==> config.mk <==
export PLATFORM = sky130hd
export DESIGN_NAME = lcd_fb_arbiter_flat
export DESIGN_NICKNAME = d
export VERILOG_FILES = /design/src/rtl/lcd_pkg.sv /design/src/rtl/lcd_fb_arbiter_if.sv /design/src/rtl/lcd_fb_arbiter.sv /design/src/flat_wrapper.sv
export SDC_FILE = /design/constraint.sdc
export NUM_CORES = 1
export LEC_CHECK = 0
export ABC_AREA = 0
export CAP_MARGIN = 15
export CORE_MARGIN = 2
export CORE_UTILIZATION = 50
export DETAILED_ROUTE_END_ITERATION = 12
export PLACE_DENSITY = 0.86
export SYNTH_ARGS = -nofsm -noshare
export SYNTH_HDL_FRONTEND = slang
export SYNTH_SLANG_ARGS = --single-unit
export TNS_END_PERCENT = 5
==> constraint.sdc <==
create_clock -name PixelClk -period 4.5 [get_ports PixelClk]
set_input_delay 0.9 -clock PixelClk [delete_from_list [all_inputs] [get_ports PixelClk]]
set_output_delay 0.9 -clock PixelClk [all_outputs]
set_load 0.02 [all_outputs]
==> src/rtl/lcd_pkg.sv <==
// Shared LCD panel constants, framebuffer types and arbiter state encoding.
package lcd_pkg;

  // 480x272 panel timing (pixel clocks / lines)
  localparam int unsigned H_Pixel_Valid = 480;
  localparam int unsigned H_Front_Porch = 2;
  localparam int unsigned H_Sync_Width  = 41;
  localparam int unsigned H_Back_Porch  = 2;
  localparam int unsigned V_Pixel_Valid = 272;
  localparam int unsigned V_Front_Porch = 2;
  localparam int unsigned V_Sync_Width  = 10;
  localparam int unsigned V_Back_Porch  = 2;
  localparam int unsigned PixelForHS    = H_Pixel_Valid + H_Front_Porch + H_Sync_Width + H_Back_Porch;
  localparam int unsigned PixelForVS    = V_Pixel_Valid + V_Front_Porch + V_Sync_Width + V_Back_Porch;

  localparam int unsigned FB_WORDS  = H_Pixel_Valid * V_Pixel_Valid;
  localparam int unsigned FB_ADDR_W = 17;
  localparam int unsigned PIX_W     = 16;
  localparam int unsigned DROP_W    = 16;

  typedef logic [FB_ADDR_W-1:0] fb_addr_t;

  // RGB565 pixel word
  typedef struct packed {
    logic [4:0] r;
    logic [5:0] g;
    logic [4:0] b;
  } pixel_t;

  typedef enum logic [1:0] {
    ARB_IDLE  = 2'd0,
    ARB_BURST = 2'd1,
    ARB_DRAIN = 2'd2
  } arb_state_e;

  // Linear framebuffer word address of pixel (x, y)
  function automatic fb_addr_t fb_addr_of(input int unsigned x, input int unsigned y);
    return FB_ADDR_W'(y * H_Pixel_Valid + x);
  endfunction

endpackage

==> src/rtl/lcd_fb_arbiter_if.sv <==
// Bus bundle between the framebuffer arbiter and its environment
// (timing generator, host writer, framebuffer RAM).
// slave = arbiter side, master = environment side.
interface lcd_fb_arbiter_if
  import lcd_pkg::*;
#(
  parameter int unsigned ADDR_W = FB_ADDR_W,
  parameter int unsigned DATA_W = PIX_W,
  parameter int unsigned CNT_W  = DROP_W
);

  // display line requests and scan-out
  logic              line_req;
  logic [ADDR_W-1:0] line_base;
  logic [DATA_W-1:0] disp_data;
  logic              disp_valid;
  logic              disp_last;
  logic              busy;
  logic              line_drop;

  // host write path
  logic              host_valid;
  logic [ADDR_W-1:0] host_addr;
  logic [DATA_W-1:0] host_data;
  logic              host_ready;

  // framebuffer RAM port
  logic              mem_en;
  logic              mem_we;
  logic [ADDR_W-1:0] mem_addr;
  logic [DATA_W-1:0] mem_wdata;
  logic [DATA_W-1:0] mem_rdata;

  logic [CNT_W-1:0]  drop_count;

  modport slave (
    input  line_req, line_base, host_valid, host_addr, host_data, mem_rdata,
    output disp_data, disp_valid, disp_last, busy, line_drop, host_ready,
           mem_en, mem_we, mem_addr, mem_wdata, drop_count
  );

  modport master (
    output line_req, line_base, host_valid, host_addr, host_data, mem_rdata,
    input  disp_data, disp_valid, disp_last, busy, line_drop, host_ready,
           mem_en, mem_we, mem_addr, mem_wdata, drop_count
  );

endinterface

==> src/rtl/lcd_fb_arbiter.sv <==
// Framebuffer RAM arbiter: display line bursts have strict priority,
// host single-word writes fill the gaps (blanking).
// Optional macro LCD_FB_ARB_DROP_CNT_EN builds a saturating counter of
// dropped line requests; otherwise drop_count is tied to 0.
module lcd_fb_arbiter
  import lcd_pkg::*;
#(
  parameter int unsigned ADDR_W    = FB_ADDR_W,
  parameter int unsigned DATA_W    = PIX_W,
  parameter int unsigned BURST_LEN = H_Pixel_Valid,
  parameter int unsigned CNT_W     = DROP_W
) (
  input logic             PixelClk,
  input logic             RST,
  lcd_fb_arbiter_if.slave bus
);

  localparam int unsigned IDX_W = $clog2(BURST_LEN + 1);

  localparam logic [1:0] S_IDLE  = 2'(ARB_IDLE);
  localparam logic [1:0] S_BURST = 2'(ARB_BURST);
  localparam logic [1:0] S_DRAIN = 2'(ARB_DRAIN);

  logic [1:0]        r_state,     w_state;
  logic [IDX_W-1:0]  r_idx,       w_idx;
  logic [ADDR_W-1:0] r_base,      w_base;
  logic              r_mem_en,    w_mem_en;
  logic              r_mem_we,    w_mem_we;
  logic [ADDR_W-1:0] r_mem_addr,  w_mem_addr;
  logic [DATA_W-1:0] r_mem_wdata, w_mem_wdata;
  logic              r_mem_last,  w_mem_last;   // last burst read on the RAM port
  logic              r_rd_pend,   w_rd_pend;    // RAM read data arrives this cycle
  logic              r_rd_last,   w_rd_last;    // ... and it is the final word
  logic [DATA_W-1:0] r_disp_data, w_disp_data;
  logic              r_disp_valid, w_disp_valid;
  logic              r_disp_last, w_disp_last;
  logic              r_busy,      w_busy;
  logic              r_line_drop, w_line_drop;

  // Next-state and registered-output logic
  always_comb begin
    w_state      = r_state;
    w_idx        = r_idx;
    w_base       = r_base;
    w_mem_en     = 1'b0;
    w_mem_we     = 1'b0;
    w_mem_addr   = r_mem_addr;
    w_mem_wdata  = r_mem_wdata;
    w_mem_last   = 1'b0;
    w_rd_pend    = r_mem_en && !r_mem_we;
    w_rd_last    = r_mem_last;
    w_disp_valid = r_rd_pend;
    w_disp_data  = r_rd_pend ? bus.mem_rdata : r_disp_data;
    w_disp_last  = r_rd_last;
    w_line_drop  = bus.line_req && (r_state != S_IDLE);

    case (r_state)
      S_IDLE: begin
        if (bus.line_req) begin
          w_mem_en   = 1'b1;
          w_mem_addr = bus.line_base;
          w_base     = bus.line_base;
          w_idx      = IDX_W'(1);
          if (BURST_LEN == 1) begin
            w_mem_last = 1'b1;
            w_state    = S_DRAIN;
          end else begin
            w_state    = S_BURST;
          end
        end else if (bus.host_valid) begin
          w_mem_en    = 1'b1;
          w_mem_we    = 1'b1;
          w_mem_addr  = bus.host_addr;
          w_mem_wdata = bus.host_data;
        end
      end
      S_BURST: begin
        // address wraps modulo 2^ADDR_W by truncation
        w_mem_en   = 1'b1;
        w_mem_addr = ADDR_W'(r_base + ADDR_W'(r_idx));
        w_idx      = IDX_W'(r_idx + IDX_W'(1));
        if (r_idx == IDX_W'(BURST_LEN - 1)) begin
          w_mem_last = 1'b1;
          w_state    = S_DRAIN;
        end
      end
      S_DRAIN: begin
        // leave on the edge that presents the final word
        if (r_rd_last) w_state = S_IDLE;
      end
      default: w_state = S_IDLE;
    endcase

    // covers the cycle carrying disp_last as well
    w_busy = (r_state != S_IDLE) || (w_state != S_IDLE);
  end

  // State and output registers; reset abandons any burst in flight
  always_ff @(posedge PixelClk or posedge RST) begin
    if (RST) begin
      r_state      <= S_IDLE;
      r_idx        <= '0;
      r_base       <= '0;
      r_mem_en     <= 1'b0;
      r_mem_we     <= 1'b0;
      r_mem_addr   <= '0;
      r_mem_wdata  <= '0;
      r_mem_last   <= 1'b0;
      r_rd_pend    <= 1'b0;
      r_rd_last    <= 1'b0;
      r_disp_data  <= '0;
      r_disp_valid <= 1'b0;
      r_disp_last  <= 1'b0;
      r_busy       <= 1'b0;
      r_line_drop  <= 1'b0;
    end else begin
      r_state      <= w_state;
      r_idx        <= w_idx;
      r_base       <= w_base;
      r_mem_en     <= w_mem_en;
      r_mem_we     <= w_mem_we;
      r_mem_addr   <= w_mem_addr;
      r_mem_wdata  <= w_mem_wdata;
      r_mem_last   <= w_mem_last;
      r_rd_pend    <= w_rd_pend;
      r_rd_last    <= w_rd_last;
      r_disp_data  <= w_disp_data;
      r_disp_valid <= w_disp_valid;
      r_disp_last  <= w_disp_last;
      r_busy       <= w_busy;
      r_line_drop  <= w_line_drop;
    end
  end

`ifdef LCD_FB_ARB_DROP_CNT_EN
  logic [CNT_W-1:0] r_drop_cnt;

  // Saturating count of dropped line requests, cleared only by reset
  always_ff @(posedge PixelClk or posedge RST) begin
    if (RST) begin
      r_drop_cnt <= '0;
    end else if (w_line_drop && (r_drop_cnt != '1)) begin
      r_drop_cnt <= r_drop_cnt + CNT_W'(1);
    end
  end

  assign bus.drop_count = r_drop_cnt;
`else
  assign bus.drop_count = CNT_W'(0);
`endif

  // host may only write while idle and not losing to a display request
  assign bus.host_ready = !RST && (r_state == S_IDLE) && !bus.line_req;

  assign bus.disp_data  = r_disp_data;
  assign bus.disp_valid = r_disp_valid;
  assign bus.disp_last  = r_disp_last;
  assign bus.busy       = r_busy;
  assign bus.line_drop  = r_line_drop;
  assign bus.mem_en     = r_mem_en;
  assign bus.mem_we     = r_mem_we;
  assign bus.mem_addr   = r_mem_addr;
  assign bus.mem_wdata  = r_mem_wdata;

endmodule

==> src/flat_wrapper.sv <==
// flat-port wrapper written by rule: the top's interface ports become plain ports
module lcd_fb_arbiter_flat import lcd_pkg::*;
#(
  parameter int unsigned ADDR_W    = FB_ADDR_W,
  parameter int unsigned DATA_W    = PIX_W,
  parameter int unsigned BURST_LEN = H_Pixel_Valid,
  parameter int unsigned CNT_W     = DROP_W
)
  (PixelClk, RST, bus_line_req, bus_line_base, bus_host_valid, bus_host_addr, bus_host_data, bus_mem_rdata, bus_disp_data, bus_disp_valid, bus_disp_last, bus_busy, bus_line_drop, bus_host_ready, bus_mem_en, bus_mem_we, bus_mem_addr, bus_mem_wdata, bus_drop_count);
  lcd_fb_arbiter_if #(.ADDR_W(ADDR_W), .DATA_W(DATA_W), .CNT_W(CNT_W)) bus_i ();
  input logic PixelClk;
  input logic RST;
  input wire logic [$bits(bus_i.line_req)-1:0] bus_line_req;
  input wire logic [$bits(bus_i.line_base)-1:0] bus_line_base;
  input wire logic [$bits(bus_i.host_valid)-1:0] bus_host_valid;
  input wire logic [$bits(bus_i.host_addr)-1:0] bus_host_addr;
  input wire logic [$bits(bus_i.host_data)-1:0] bus_host_data;
  input wire logic [$bits(bus_i.mem_rdata)-1:0] bus_mem_rdata;
  output wire logic [$bits(bus_i.disp_data)-1:0] bus_disp_data;
  output wire logic [$bits(bus_i.disp_valid)-1:0] bus_disp_valid;
  output wire logic [$bits(bus_i.disp_last)-1:0] bus_disp_last;
  output wire logic [$bits(bus_i.busy)-1:0] bus_busy;
  output wire logic [$bits(bus_i.line_drop)-1:0] bus_line_drop;
  output wire logic [$bits(bus_i.host_ready)-1:0] bus_host_ready;
  output wire logic [$bits(bus_i.mem_en)-1:0] bus_mem_en;
  output wire logic [$bits(bus_i.mem_we)-1:0] bus_mem_we;
  output wire logic [$bits(bus_i.mem_addr)-1:0] bus_mem_addr;
  output wire logic [$bits(bus_i.mem_wdata)-1:0] bus_mem_wdata;
  output wire logic [$bits(bus_i.drop_count)-1:0] bus_drop_count;
  assign bus_i.line_req = bus_line_req;
  assign bus_i.line_base = bus_line_base;
  assign bus_i.host_valid = bus_host_valid;
  assign bus_i.host_addr = bus_host_addr;
  assign bus_i.host_data = bus_host_data;
  assign bus_i.mem_rdata = bus_mem_rdata;
  assign bus_disp_data = bus_i.disp_data;
  assign bus_disp_valid = bus_i.disp_valid;
  assign bus_disp_last = bus_i.disp_last;
  assign bus_busy = bus_i.busy;
  assign bus_line_drop = bus_i.line_drop;
  assign bus_host_ready = bus_i.host_ready;
  assign bus_mem_en = bus_i.mem_en;
  assign bus_mem_we = bus_i.mem_we;
  assign bus_mem_addr = bus_i.mem_addr;
  assign bus_mem_wdata = bus_i.mem_wdata;
  assign bus_drop_count = bus_i.drop_count;
  lcd_fb_arbiter #(.ADDR_W(ADDR_W), .DATA_W(DATA_W), .BURST_LEN(BURST_LEN), .CNT_W(CNT_W)) u_core (.PixelClk(PixelClk), .RST(RST), .bus(bus_i));
endmodule
==> results of run 1 <==
[metal layers]
metal,up-vias,global-route usage (%)
li1,1537,-
met3,9,5.25
met4,0,5.24
met1,1588,27.7
met5,-,0
met2,112,38.6
[kinds of logic (layout without fill, tap and decap cells)]
family / after synthesis / in the layout
multiplexers: 69 / 69
AO/OA/AOI/OAI: 73 / 73
flip-flops: 86 / 86
AND/OR/NAND/NOR: 82 / 82
buffers and inverters: 38 / 148
XOR/XNOR: 11 / 11
other: 1 / 16
adder cells (fa/ha/maj): 11 / 11
[flip-flops by register name, summed over array words and instances (netlist names), 2 cells and up]
| signal | count |
|---|---|
| u_core.r_idx | 9 |
| u_core.bus.mem_addr | 17 |
| u_core.r_base | 17 |
| u_core.bus.disp_data | 16 |
| u_core.bus.mem_wdata | 16 |
| u_core.r_state | 2 |
[layout make-up]
type / instances / area [µm²]
well taps: 108 / 135
flip-flops and latches: 86 / 2150
fillers: 626 / 2760
inverters: 4 / 16.3
clock buffers: 9 / 124
multi-input cells: 262 / 2020
clock inverters: 6 / 95.1
repair buffers: 129 / 1290
[worst paths after layout]
check	from	depth (start not counted)	slack, ns	end
worst max-delay path	bus_line_req	4	1.21	bus_host_ready
worst min-delay path	u_core.r_mem_last$_DFF_PP0_	0	0.38	u_core.r_rd_last$_DFF_PP0_
worst max register to register	u_core.r_state[0]$_DFF_PP0_	6	2.10	u_core.bus.mem_addr[9]$_DFFE_PP0P_
worst min register to register	u_core.r_mem_last$_DFF_PP0_	0	0.38	u_core.r_rd_last$_DFF_PP0_
max in group asynchronous	RST	4	2.69	u_core.r_rd_last$_DFF_PP0_
min in group asynchronous	RST	2	0.90	u_core.bus.disp_data[12]$_DFFE_PP0P_
[power groups by stage]
stage	combinational [mW]	sequential, mW	clock [mW]
2_1_floorplan	0.389	1.06	0
3_3_place_gp	0.722	0.998	0
3_5_place_dp	0.747	1.01	0
4_1_cts	0.755	0.993	0.609
5_1_grt	0.820	1.01	0.647
6_report	0.755	0.992	0.598
[through the flow]
step	power [mW]	hold slack [ns]	worst slack (ns)	area, µm²	util (%)
after global placement	1.72	0.338	1.20	5600	65.1
after CTS	2.36	0.386	1.21	5820	67.7
after floorplan	1.45	0.331	1.38	4410	-
after global routing	2.48	0.390	1.16	5840	67.9
after detailed placement	1.75	0.371	1.17	5600	65.1
final	2.34	0.381	1.21	5840	67.9
[cells in the final DEF, fill, tap and decap left out, types with 5 or more instances in the layout]
master / n
clkbuf_8: 9
a21oi_1: 24
mux2_4: 9
mux2i_1: 18
o21ai_0: 11
xnor2_1: 6
nor2_1: 17
a21o_1: 6
a22o_1: 8
nand2_1: 16
mux2_2: 42
xor2_1: 5
ha_1: 10
conb_1: 16
o21ai_1: 8
clkdlybuf4s50_1: 125
dfrtp_1: 86
nor3_1: 13
nand3_1: 9
[worst max-delay path, cell delays in order]
cell and delay, ns:
clkdlybuf4s50_1 0.41, or3_4 0.38, nor2_1 0.10, clkdlybuf4s50_1 0.60
==> run metrics, run 1 <==
outcome=finished clean; sequential area share after synthesis=49.4%; postcts setup bufs=0; RD Place Congestion=slightly below 0.9; area fraction of the dominant cell type after synthesis=about half; post-synthesis mux area share=a little under a fifth; fraction of registers with async set/reset=100%; cells after synthesis=371; Mapped Area=4350 µm²; nets@finish=573; Worst Path Required=approximately 3.6 ns; synthesized area per cell=11.7 µm²; initial antenna violation count=0; Starting Density=between 50 and 60%; Unique masters post-synth=49; detailed placement HPWL=~7.6 mm; Synth-to-Final Area Change=34.0%; crit path max fanout=3; Tmin final=roughly 3.3 ns; unrepaired setup endpoints after global routing=no; Synth area leader=dfrtp_1; number of port buffers=125; wire length on met3=626 µm; XOR/XNOR Fraction of Synth Area=2.21%; most common cell in the netlist=dfrtp_1; initial DRC count=200; Slew headroom=29.1%; Seq pwr share=42.3%; DRC viols=0; Psw=0.761 mW; Setup crit start kind=input port; H-tree levels=3; global-route wire length before repair=16.8 mm; Combinational Power Share=32.2%; Die W=97.3 µm; largest family of logic cells by synthesized area=multiplexers; Critical Path AT=2.39 ns; Synth Flop Type=dfrtp_1; max-slew violations=0; synthesized flop and latch total=86; Commonest cells post-synth=86 x dfrtp_1, 42 x mux2_2, 24 x a21oi_1; Antenna Cells=0; IO Count=roughly 140; worst min-delay path class=reg2reg; clock slew at reported path FFs=0.09 ns; Final period util=73.2%; Clock Skew=0.00897 ns; DIE AREA=9470 µm²; Int Pwr=about 1.6 mW; Max clock buf depth=2; CTS sink cnt=86; CTS root buf=clkbuf_8; Final setup viols=0; placed insts=588; Synth Area in Compound Gates=10.9%; height of the chip=97.3 µm; maximum capacitance violations=0; GRT Util Overall=between 20 and 25%; Routed Antenna Nets=0; final hold violation count=0; First-pass DRT Iterations=5; CP endpoint kind=output port; Met1 Wirelength=roughly 4.4 mm; CTS tree=yes; Fin Setup TNS=0 ns; crit path kind=in2out; largest net degree at the start of global routing=65; core area=8590 µm²; final WL=10.3 mm; Slew @ Worst Pin=1.06 ns; TritonCTS Buffers=9; EDFF count, synth=0; vias=3,246; Met2 Routed Length=5.19 mm; WL per Instance=17.1 µm; switching share of total power=32.4%; post-CTS sizing=0; clock latency on the worst-skew pair=around 0.34 ns; Lkg Pwr=2.52 nW; maximum VDD drop=0.211 mV; Synth Area in Simple Gates=10.5%; Ys Warns=0; pwr dens=about 400 nW/µm²; clock group share of total power=between 20% and 30%; Hold Buf Count CTS=0; row cnt=34; Area contributors post-synth=dfrtp_1 49%, mux2_2 11%, mux2i_1 4.1%, mux2_4 3.1%, buf_4 2.9%; remaining global-route overflow=0; Cell Count, Final, Fillers Out=604; share of cells above drive strength 1=between 15 and 20%; vias per cell=5.37; Top Metal Used=met4; vias in the first global route=3,391; Post-Synth Adder-Cell Area=3.33%; Max Freq=around 0.30 GHz
(Power assumes the default switching activity.)
==> run 2, diff against run 1 <==
--- a/config.mk
+++ b/config.mk
@@ -8,9 +8,9 @@
 export ABC_AREA = 0
 export CAP_MARGIN = 15
 export CORE_MARGIN = 2
-export CORE_UTILIZATION = 50
+export CORE_UTILIZATION = 42
 export DETAILED_ROUTE_END_ITERATION = 12
-export PLACE_DENSITY = 0.86
+export PLACE_DENSITY = 0.77
 export SYNTH_ARGS = -nofsm -noshare
 export SYNTH_HDL_FRONTEND = slang
 export SYNTH_SLANG_ARGS = --single-unit
==> constraint.sdc (replaced) <==
create_clock -name PixelClk -period 2.9 [get_ports PixelClk]
set_input_delay 0.58 -clock PixelClk [delete_from_list [all_inputs] [get_ports PixelClk]]
set_output_delay 0.58 -clock PixelClk [all_outputs]
set_load 0.02 [all_outputs]
==> run 2 against run 1 <==
Register-to-register slack worse by 1.5 ns. Routed wire length fell by 3.1%. Largest cell class unchanged. Cell area increased by 1.2%. Highest routed layer unchanged. Final cell count grew 5.5%.
==> run metrics, run 2 (synthesized netlist as in run 1, its figures left out) <==
number of port buffers=125 (unchanged); core area=10,200 µm² (was 8590 µm²); Combinational Power Share=31.8% (was 32.2%); Max clock buf depth=2 (unchanged); switching share of total power=31.5% (was 32.4%); Synth-to-Final Area Change=35.6% (was 34.0%); pwr dens=612 nW/µm² (was 402 nW/µm²); crit path max fanout=3 (unchanged); max-slew violations=0 (unchanged); Tmin final=approximately 2.7 ns; First-pass DRT Iterations=6 (was 5); Critical Path AT=2.11 ns (was 2.39 ns); IO Count=142 (unchanged); worst hold slack=0.361 ns (was 0.381 ns); Fill cells=844 (was 626); clock slew at reported path FFs=0.08 ns (was 0.09 ns); H-tree levels=3 (unchanged); row cnt=37 (was 34); CTS tree=yes (unchanged); Cell Count, Final, Fillers Out=637 (was 604); clock latency on the worst-skew pair=0.36 ns (was 0.34 ns); final hold violation count=0 (unchanged); Final period util=92.6%; CTS sink cnt=86 (unchanged); Fin Setup TNS=0 ns (unchanged); Antenna Cells=0 (unchanged); RD Place Congestion=0.794 (was 0.870); postcts setup bufs=0 (unchanged); DIE AREA=11,200 µm² (was 9470 µm²); nets@finish=577 (was 573); share of cells above drive strength 1=17.6% (was 16.9%); post-CTS sizing=0 (unchanged); DRC viols=0 (unchanged); unrepaired setup endpoints after global routing=no (unchanged); Psw=1.14 mW (was 0.761 mW); worst min-delay path class=reg2reg (unchanged); Lkg Pwr=2.55 nW (was 2.52 nW); vias in the first global route=3,322 (was 3,391); initial DRC count=209 (was 200); most common cell after layout, fill and taps aside=clkdlybuf4s50_1 (unchanged); Setup crit start kind=input port (unchanged); TritonCTS Buffers=9 (unchanged); remaining global-route overflow=0 (unchanged); Slew headroom=53.1% (was 29.1%); Worst Path Required=2.32 ns (was 3.60 ns); global-route wire length before repair=16.4 mm (was 16.8 mm); final WL=10.0 mm (was 10.3 mm); CTS root buf=clkbuf_8 (unchanged); Max Freq=roughly 0.37 GHz; Clock Skew=0.00907 ns (was 0.00897 ns); Final setup viols=0 (unchanged); detailed placement HPWL=7.25 mm (was 7.59 mm); vias=3,261 (was 3,246); GRT Util Overall=18.8% (was 22.0%); largest net degree at the start of global routing=48 (was 65); Die W=106 µm (was 97.3 µm); Hold Buf Count CTS=0 (unchanged); Routed Antenna Nets=0 (unchanged); Seq pwr share=42.4% (was 42.3%); vias per cell=5.12 (was 5.37); placed insts=621 (was 588); outcome=finished clean (unchanged); clock group share of total power=25.8% (was 25.5%); maximum VDD drop=0.310 mV (was 0.211 mV); Int Pwr=2.48 mW (was 1.58 mW); WL per Instance=15.7 µm (was 17.1 µm); CP endpoint kind=output port (unchanged); Starting Density=42.8% (was 50.7%); Slew @ Worst Pin=0.703 ns (was 1.06 ns); initial antenna violation count=0 (unchanged); height of the chip=106 µm (was 97.3 µm); most frequent cells in the layout=125 x clkdlybuf4s50_1, 86 x dfrtp_1, 42 x mux2_2 (unchanged); crit path kind=in2out (unchanged); maximum capacitance violations=0 (unchanged)
[run 2: power by group through the flow]
stage	combinational [mW]	clock [mW]	sequential, mW
floorplan	0.604	0	1.65
global placement	1.12	0	1.55
detailed placement	1.15	0	1.56
CTS	1.15	0.955	1.54
global route	1.25	1.01	1.56
finish	1.15	0.934	1.53
[run 2: final cells by class]
type,instances,area (µm²),area share (%)
clock buffers,11,141,2.39
clock inverters,5,82.6,1.40
inverters,4,16.3,0.275
multi-input cells,262,2020,34.2
flip-flops and latches,86,2150,36.4
well taps,136,170,2.88
repair buffers,133,1320,22.4
[run 2: per-layer routing]
metal / global-route usage, % / routed length, µm
met2: 29.7 / 4650
met4: 7.42 / 221
met5: 0 / 0
met1: 24.8 / 4490
met3: 4.70 / 664
[run 2: through the flow]
| step | cell area [µm²] | total power [mW] | utilization [%] | setup slack, ns |
|---|---|---|---|---|
| after global routing | 5910 | 3.82 | 58.0 | 0.152 |
| after floorplan | 4410 | 2.25 | - | 0.0982 |
| after global placement | 5680 | 2.67 | 55.8 | 0.219 |
| final | 5910 | 3.62 | 58.0 | 0.214 |
| after detailed placement | 5680 | 2.71 | 55.8 | 0.223 |
| after CTS | 5910 | 3.65 | 58.0 | 0.216 |
[run 2: worst paths after layout]
path / start / end / slack, ns / cells past startpoint
setup / recovery: bus_line_req / bus_host_ready / 0.21 / 4
hold / removal: u_core.r_mem_last$_DFF_PP0_ / u_core.r_rd_last$_DFF_PP0_ / 0.36 / 0
setup reg to reg: u_core.r_idx[0]$_DFFE_PP0P_ / u_core.bus.mem_addr[14]$_DFFE_PP0P_ / 0.57 / 8
hold reg to reg: u_core.r_mem_last$_DFF_PP0_ / u_core.r_rd_last$_DFF_PP0_ / 0.36 / 0
max in group asynchronous: RST / u_core.r_idx[3]$_DFFE_PP0P_ / 1.56 / 3
min in group asynchronous: RST / u_core.bus.mem_wdata[14]$_DFFE_PP0P_ / 0.65 / 2
[run 2: critical path: stages]
cell and delay (ns):
clkdlybuf4s50_1 0.43, or3_4 0.38, nor2_1 0.10, clkdlybuf4s50_1 0.61
==> run 3, diff against run 2 <==
--- a/config.mk
+++ b/config.mk
@@ -6,11 +6,14 @@
 export NUM_CORES = 1
 export LEC_CHECK = 0
 export ABC_AREA = 0
+export ABC_CLOCK_PERIOD_IN_PS = 2900
 export CAP_MARGIN = 15
 export CORE_MARGIN = 2
-export CORE_UTILIZATION = 42
+export CORE_UTILIZATION = 43
+export CTS_BUF_LIST = sky130_fd_sc_hd__clkbuf_4 sky130_fd_sc_hd__clkbuf_8
 export DETAILED_ROUTE_END_ITERATION = 12
-export PLACE_DENSITY = 0.77
+export PLACE_DENSITY = 0.79
+export SLEW_MARGIN = 10
 export SYNTH_ARGS = -nofsm -noshare
 export SYNTH_HDL_FRONTEND = slang
 export SYNTH_SLANG_ARGS = --single-unit
==> run 3 against run 2 <==
Sequential cell count did not move. Critical endpoint unchanged. Clock power rose by 0.7%. Highest routed layer unchanged. Largest cell class unchanged. Global-route usage rose by 0.29 points. Largest power group unchanged. Register-to-register slack improved by 0.02 ns. Utilization rose by 2.2 points.
==> run metrics, run 3 (synthesized netlist as in run 1, its figures left out) <==
row cnt=36 (was 37); Tmin final=2.68 ns (was 2.69 ns); most frequent cells in the layout=125 x clkdlybuf4s50_1, 86 x dfrtp_1, 42 x mux2_2 (unchanged); initial DRC count=143 (was 209); final WL=10.2 mm (was 10.0 mm); post-CTS sizing=0 (unchanged); Hold Buf Count CTS=0 (unchanged); CP bufs+invs=2 (unchanged); Antenna Cells=0 (unchanged); clock slew at reported path FFs=0.08 ns (about the same); H-tree levels=3 (unchanged); clock latency on the worst-skew pair=0.36 ns (about the same); Max clock buf depth=2 (unchanged); Setup crit start kind=input port (unchanged); Final period util=92.3% (was 92.6%); Max Freq=0.374 GHz (was 0.372 GHz); pwr dens=616 nW/µm² (was 612 nW/µm²); DIE AREA=10,900 µm² (was 11,200 µm²); Lkg Pwr=2.55 nW (about the same); crit path kind=in2out (unchanged); Critical Path AT=2.10 ns (was 2.11 ns); Starting Density=44.3% (was 42.8%); Fin Setup TNS=0 ns (unchanged); Cell Chain, Critical Path=clkdlybuf4s50_1, or3_4, nor2_1, clkdlybuf4s50_1 (unchanged); Slew headroom=53.3% (was 53.1%); share of cells above drive strength 1=17.9% (was 17.6%); Int Pwr=2.47 mW (was 2.48 mW); Critical Path Max Stage Delay=0.60 ns (was 0.61 ns); height of the chip=105 µm (was 106 µm); CTS sink cnt=86 (unchanged); crit path max fanout=3 (unchanged); maximum capacitance violations=0 (unchanged); postcts setup bufs=0 (unchanged); area of the multi-input gates=2020 µm² (unchanged); fin util=60.2% (was 58.0%); Die W=105 µm (was 106 µm); largest net degree at the start of global routing=87 (was 48); outcome=finished clean (unchanged); First-pass DRT Iterations=4 (was 6); switching share of total power=32.1% (was 31.5%); Final setup viols=0 (unchanged); unrepaired setup endpoints after global routing=no (unchanged); Seq pwr share=42.2% (was 42.4%); worst hold slack=0.384 ns (was 0.361 ns); vias=3,215 (was 3,261); maximum VDD drop=0.277 mV (was 0.310 mV); clock group share of total power=25.8% (about the same); TritonCTS Buffers=9 (unchanged); detailed placement HPWL=7.36 mm (was 7.25 mm); final hold violation count=0 (unchanged); Fill cells=795 (was 844); DRC viols=0 (unchanged); CP endpoint kind=output port (unchanged); number of port buffers=125 (unchanged); delay-heaviest family, CP=buffers and inverters (unchanged); global-route wire length before repair=16.5 mm (was 16.4 mm); Psw=1.17 mW (was 1.14 mW); core area=9820 µm² (was 10,200 µm²); Synth-to-Final Area Change=35.7% (was 35.6%); RD Place Congestion=0.812 (was 0.794); remaining global-route overflow=0 (unchanged); GRT Util Overall=19.1% (was 18.8%); slowest CP cell=clkdlybuf4s50_1 (unchanged); Slew @ Worst Pin=0.700 ns (was 0.703 ns); most common cell after layout, fill and taps aside=clkdlybuf4s50_1 (unchanged); vias per cell=5.06 (was 5.12); vias in the first global route=3,157 (was 3,322); Most common cell on crit path=clkdlybuf4s50_1 (unchanged); IO Count=142 (unchanged); initial antenna violation count=0 (unchanged); register area=2150 µm² (unchanged); max-slew violations=0 (unchanged); nets@finish=578 (was 577); Routed Antenna Nets=0 (unchanged); Combinational Power Share=32.0% (was 31.8%); WL per Instance=16.1 µm (was 15.7 µm); Worst Path Required=2.32 ns (about the same); CTS root buf=clkbuf_8 (unchanged); worst min-delay path class=reg2reg (unchanged); Clock Skew=0.0101 ns (was 0.00907 ns); CTS tree=yes (unchanged)
==> run 3: final cells by class <==
type                            count  share of cell area, %
Multi-Input combinational cell    262                   34.2
Clock inverter                      5                   1.42
Clock buffer                       11                   2.35
Sequential cell                    86                   36.4
Timing Repair Buffer              134                   22.5
Tap cell                          133                   2.82
Inverter                            4                  0.275
==> run 3: final timing paths <==
kind / startpoint / endpoint / slack (ns) / cells past startpoint
max: bus_line_req / bus_host_ready / 0.22 / 4
min: u_core.r_mem_last$_DFF_PP0_ / u_core.r_rd_last$_DFF_PP0_ / 0.38 / 0
max reg2reg: u_core.r_idx[0]$_DFFE_PP0P_ / u_core.bus.mem_addr[14]$_DFFE_PP0P_ / 0.59 / 8
min reg2reg: u_core.r_mem_last$_DFF_PP0_ / u_core.r_rd_last$_DFF_PP0_ / 0.38 / 0
max in group asynchronous: RST / u_core.bus.mem_addr[7]$_DFFE_PP0P_ / 1.84 / 3
min in group asynchronous: RST / u_core.bus.mem_we$_DFF_PP0_ / 0.74 / 3
==> run 3: stage by stage <==
step	instance area [µm²]	setup WS, ns	instances	power [mW]
floorplan	4410	0.0982	386	2.25
global placement	5690	0.230	619	2.67
detailed placement	5690	0.229	619	2.72
CTS	5910	0.224	635	3.66
global route	5910	0.184	635	3.83
finish	5910	0.224	635	3.64
==> run 3: power groups by stage <==
stage          clock network, mW  logic [mW]  registers (mW)
4_1_cts                    0.963        1.17            1.54
2_1_floorplan                  0       0.604            1.65
6_report                   0.941        1.16            1.54
3_3_place_gp                   0        1.12            1.55
5_1_grt                     1.02        1.25            1.56
3_5_place_dp                   0        1.16            1.56
==> run 3: worst reg2reg max path, stage by stage, from the launching register on <==
cell     delay, ns
dfrtp_1       0.44
ha_1          0.24
fa_1          0.40
a21o_1        0.25
a31o_1        0.22
o21a_1        0.21
o21ai_1       0.21
xor2_1        0.16
a21oi_1       0.08
==> run 3: routing by layer <==
layer  wire [µm]  GRT usage (%)
met1        4620           25.5
met2        4940           31.0
met3         477           3.24
met4         184           7.43
met5           0              0
